==> src/rtl/uart_xmit_arb.sv <==
// Round-robin sequencer sharing one UART transmitter among NREQ byte sources.
// Optional WAIT watchdog is built when UART_ARB_TIMEOUT_EN is defined.
module uart_xmit_arb #(
  parameter int NREQ        = 4,
  parameter int DW          = 8,
  parameter int TIMEOUT_CYC = 4096
) (
  input  logic                    sys_clk,
  input  logic                    sys_rst_l,
  input  logic [NREQ-1:0]         req_valid,
  input  logic [NREQ*DW-1:0]      req_data,
  output logic [NREQ-1:0]         req_ready,
  output logic                    xmitH,
  output logic [DW-1:0]           xmit_dataH,
  input  logic                    xmit_doneH,
  output logic                    busy,
  output logic [$clog2(NREQ)-1:0] grant_id,
  output logic                    timeout_err
);

  localparam int PW = $clog2(NREQ);

  typedef logic [PW:0] sum_t;

  typedef enum logic [1:0] {
    ST_IDLE,
    ST_START,
    ST_WAIT,
    ST_GAP
  } state_t;

  if (NREQ < 2 || NREQ > 8) begin : g_bad_nreq
    $error("uart_xmit_arb: NREQ must be 2..8");
  end
  if (TIMEOUT_CYC < 2) begin : g_bad_tmo
    $error("uart_xmit_arb: TIMEOUT_CYC must be >= 2");
  end

  state_t          r_state;
  state_t          w_next;
  logic [PW-1:0]   r_ptr;
  logic [PW-1:0]   r_gid;
  logic [NREQ-1:0] r_ready;
  logic            r_xmit;
  logic            r_wait1;
  logic [DW-1:0]   r_data;

  logic            w_gnt_vld;
  logic [PW-1:0]   w_gnt_idx;
  sum_t            w_sum;
  logic            w_done_ok;
  logic            w_tmo;

  // Scan from highest offset down so the nearest requester after r_ptr wins.
  always_comb begin
    w_gnt_vld = 1'b0;
    w_gnt_idx = '0;
    w_sum     = '0;
    for (int i = NREQ; i >= 1; i--) begin
      w_sum = sum_t'(r_ptr) + sum_t'(i);
      if (w_sum >= sum_t'(NREQ)) begin
        w_sum = w_sum - sum_t'(NREQ);
      end
      if (req_valid[w_sum[PW-1:0]]) begin
        w_gnt_vld = 1'b1;
        w_gnt_idx = w_sum[PW-1:0];
      end
    end
  end

  // A done seen in the first WAIT cycle may belong to the previous byte.
  assign w_done_ok = xmit_doneH & ~r_wait1;

`ifdef UART_ARB_TIMEOUT_EN
  localparam int CW = $clog2(TIMEOUT_CYC);

  logic [CW-1:0] r_cnt;
  logic          r_tmo_err;

  assign w_tmo = (r_state == ST_WAIT) && !w_done_ok &&
                 (r_cnt == CW'(TIMEOUT_CYC - 1));

  always_ff @(posedge sys_clk or negedge sys_rst_l) begin
    if (!sys_rst_l) begin
      r_cnt     <= '0;
      r_tmo_err <= 1'b0;
    end else begin
      if (r_state != ST_WAIT) begin
        r_cnt <= '0;
      end else if (!w_tmo) begin
        r_cnt <= r_cnt + 1'b1;
      end
      if (w_tmo) begin
        r_tmo_err <= 1'b1;
      end
    end
  end

  assign timeout_err = r_tmo_err;
`else
  assign w_tmo       = 1'b0;
  assign timeout_err = 1'b0;
`endif

  always_ff @(posedge sys_clk or negedge sys_rst_l) begin
    if (!sys_rst_l) begin
      r_state <= ST_IDLE;
    end else begin
      r_state <= w_next;
    end
  end

  always_comb begin
    w_next = r_state;
    unique case (r_state)
      ST_IDLE: begin
        if (w_gnt_vld) begin
          w_next = ST_START;
        end
      end
      ST_START: w_next = ST_WAIT;
      ST_WAIT: begin
        if (w_done_ok || w_tmo) begin
          w_next = ST_GAP;
        end
      end
      ST_GAP:  w_next = ST_IDLE;
      default: w_next = ST_IDLE;
    endcase
  end

  always_ff @(posedge sys_clk or negedge sys_rst_l) begin
    if (!sys_rst_l) begin
      r_ptr   <= PW'(NREQ - 1);
      r_gid   <= '0;
      r_ready <= '0;
      r_xmit  <= 1'b0;
      r_wait1 <= 1'b0;
      r_data  <= '0;
    end else begin
      r_ready <= '0;
      r_xmit  <= (r_state == ST_START);
      r_wait1 <= (r_state == ST_START);
      if (r_state == ST_IDLE && w_gnt_vld) begin
        r_ready <= NREQ'(1) << w_gnt_idx;
        r_data  <= req_data[DW*int'(w_gnt_idx) +: DW];
        r_gid   <= w_gnt_idx;
        r_ptr   <= w_gnt_idx;
      end
    end
  end

  assign req_ready  = r_ready;
  assign xmitH      = r_xmit;
  assign xmit_dataH = r_data;
  assign grant_id   = r_gid;
  assign busy       = (r_state != ST_IDLE);

endmodule
==> config.mk <==
export PLATFORM = sky130hd
export DESIGN_NAME = uart_xmit_arb
export DESIGN_NICKNAME = d
export VERILOG_FILES = /design/src/rtl/uart_xmit_arb.sv
export SDC_FILE = /design/constraint.sdc
export NUM_CORES = 1
export LEC_CHECK = 0
export CAP_MARGIN = 0
export CORE_ASPECT_RATIO = 1.2
export CORE_MARGIN = 4
export CORE_UTILIZATION = 25
export DETAILED_ROUTE_END_ITERATION = 10
export PLACE_DENSITY = 0.58
export SYNTH_ARGS = -nofsm -noshare
export SYNTH_HDL_FRONTEND = slang
export SYNTH_SLANG_ARGS = --single-unit
==> constraint.sdc <==
create_clock -name sys_clk -period 3.8 [get_ports sys_clk]
set_clock_uncertainty 0.1 [all_clocks]
set_input_delay 1.14 -clock sys_clk [delete_from_list [all_inputs] [get_ports sys_clk]]
set_output_delay 1.14 -clock sys_clk [all_outputs]
set_load 0.02 [all_outputs]
==> results.cfg <==
[outcome]
status = finished, final reports clean

[clock_network]
clk_latency_ns = 0.25
cts_sinks = 19
path_clk_slew_ns = 0.07
cts.repair.resized = 0
numCtsBuffers = 3
post-cts-setup-buffers = 0
root_buffer = clkbuf_8
ctsHtreeMaxLevel = 1
cts_max_path_buffers = 2
ctsHoldBuffers = 0
cts_tree = done

[sta]
fin_crit_sh = 0.7710
slew_headroom = 0.4533
final-max-slew-violation-count = 0
worst_pin_slew_ns = 0.8175
rsz0062_at_grt = false
fin_ws_ns = 0.8700
layout_min_cycle_time_ns = 2.930
finalSetupViolCount = 0
hold_violations = 0
finalSetupTns_ns = 0
max_freq_mhz = 341.3
holdWs_ns = 0.3958

[floorplanning]
initial_core_util = 0.2641
fp.dieW_um = 67.37
io_pins = 56
fp.coreArea_um2 = 4004
die_height_um = 79.24
dieArea_um2 = 5338
rows = 25

[run]
maxCapViolCount = 0

[drt]
dr.pass1.iters = 4
drc = 0
vias = 934
drt-total-wl_um = 2848
drt_iter0_markers = 12
vias_per_cell = 4.512
wl_per_cell_um = 13.76
drtAntennaViolNets = 0

[final_layout]
n_antenna_cell = 0
finalNetCount = 196
mostFrequentLayoutCells = clkdlybuf4s50_1, dfrtp_1, mux2i_1
nFillCells = 426
syn_to_final_growth_pct = 59.88
drive_above_1_share = 0.1046
layout_commonest_cell = clkdlybuf4s50_1

[global_routing]
grt_pass1_wl_um = 4623
grt_max_degree = 20
track_usage = 0.1122
overflow = 0
grt_pass1_vias = 1059
antenna_found_initial = 0

[critical_path]
path_max_fanout = 12
critical_path_class = input pin to flip-flop
cpPeakStageDelay_ns = 0.48
cp.buffers_inverters = 1
cp_data_required_time_ns = 3.80
start_kind = input pin
arrival_ns = 2.93
crit_chain = clkdlybuf4s50_1 -> nor4_1 -> nor2_1 -> nand2_1 -> o221ai_1
crit_slowest_cell = clkdlybuf4s50_1
crit_family = simple AND/OR/NAND/NOR gates
cp-end-kind = flip-flop

[synth]
yosys_warnings = 0
syn_inst = 99
synth_nets = 141
synth.avg_cell_area_um2 = 10.68
netlist_area_um2 = 1057
synth-seq-cells = 19
synth_cell_types = 24
yosysSeqAreaShare = 0.4521

[power_and_ir_drop]
p_leak_nw = 0.7358
power_density_nw_per_um2 = 707.1
vdd_drop_max_v = 0.0002581

[place]
place_ws_ns = 0.5772
gp_congestion = 0.7118
hpwlAfterDp_um = 2359
port_buffers = 54

[min_path]
hp-class = flip-flop to flip-flop
sequential cells by signal, summed over array words and instances, names as in the netlist:
signal and flops:
xmit_dataH 8, grant_id 2, req_ready 4, r_ptr 2, r_state 2, r_wait1 1
metrics by stage:
stage | utilization | cell area, um^2 | power [mW] | std cells
2_1_floorplan | - | 1057 | 0.8047 | 99
3_3_place_gp | 0.4106 | 1644 | 1.055 | 203
3_5_place_dp | 0.4106 | 1644 | 1.081 | 203
4_1_cts | 0.4222 | 1690 | 1.218 | 207
5_1_grt | 0.4222 | 1690 | 1.293 | 207
6_report | 0.4222 | 1690 | 1.195 | 207
power by group:
group / switching [mW] / internal, mW / total (mW)
combinational: 0.367 / 0.334 / 0.701
clock: 0.0601 / 0.0726 / 0.133
sequential: 0.0567 / 0.305 / 0.361
cell type report:
class                      instances  area [um^2]  area share
inverter                           5        18.77     0.01110
clock inverter                     1        5.005    0.002961
sequential                        19        478.0      0.2828
multi-input combinational         69        524.3      0.3101
tap                               54        67.56     0.03997
clock buffer                       3        41.29     0.02443
timing repair buffer              56        555.5      0.3286
cell families (layout without fill, tap and decap cells):
logic type	after synthesis	after routing	share of synthesized area
and+or+nand+nor	30	30	0.1243
DFF	19	19	0.4521
AOI/OAI and AO/OA	19	19	0.1740
other	1	1	0.003547
buffers and inverters	11	65	0.05917
muxes	16	16	0.1515
adders and majority gates	3	3	0.03551
Yosys cell counts:
master | count | area share
ha_1 | 3 | 0.036
o221ai_2 | 6 | 0.085
a22oi_1 | 1 | 0.0071
o22ai_1 | 1 | 0.0059
buf_6 | 1 | 0.011
mux2i_1 | 16 | 0.15
nor4_1 | 1 | 0.0059
dfstp_2 | 2 | 0.050
dfrtp_1 | 17 | 0.40
a21oi_1 | 4 | 0.019
nand2_1 | 14 | 0.050
inv_1 | 5 | 0.018
o221ai_1 | 2 | 0.017
a211oi_2 | 1 | 0.012
o22a_1 | 1 | 0.0083
o21ai_0 | 1 | 0.0047
o21a_1 | 1 | 0.0071
buf_4 | 3 | 0.021
nand2b_1 | 6 | 0.036
nor3_1 | 1 | 0.0047
conb_1 | 1 | 0.0035
o21ai_2 | 1 | 0.0083
nor2_1 | 8 | 0.028
buf_2 | 2 | 0.0095
final timing paths:
kind                                        endpoint  cells past startpoint                      start  slack [ns]
setup / recovery           xmit_dataH[0]$_DFFE_PN0P_                      5               req_valid[3]        0.87
hold / removal             xmit_dataH[2]$_DFFE_PN0P_                      2  xmit_dataH[2]$_DFFE_PN0P_        0.40
setup reg to reg           xmit_dataH[0]$_DFFE_PN0P_                      6     r_state[1]$_DFFE_PN0P_        1.82
hold reg to reg            xmit_dataH[2]$_DFFE_PN0P_                      2  xmit_dataH[2]$_DFFE_PN0P_        0.40
max in group asynchronous     r_state[1]$_DFFE_PN0P_                      1                  sys_rst_l        1.83
min in group asynchronous  xmit_dataH[5]$_DFFE_PN0P_                      1                  sys_rst_l        1.26
layer usage:
metal | vias up | track usage | share of wire
met3 | 4 | 0.02263 | 0.067
met4 | 0 | 0.05071 | 0.016
met1 | 442 | 0.1180 | 0.37
li1 | 453 | - | -
met2 | 35 | 0.2075 | 0.55
met5 | - | 0 | 0
worst min-delay path: stages, from the launching register on:
cell	delay (ns)
dfrtp_1	0.35
nand2_1	0.06
o221ai_2	0.05
Power figures use the tool's default switching activity.
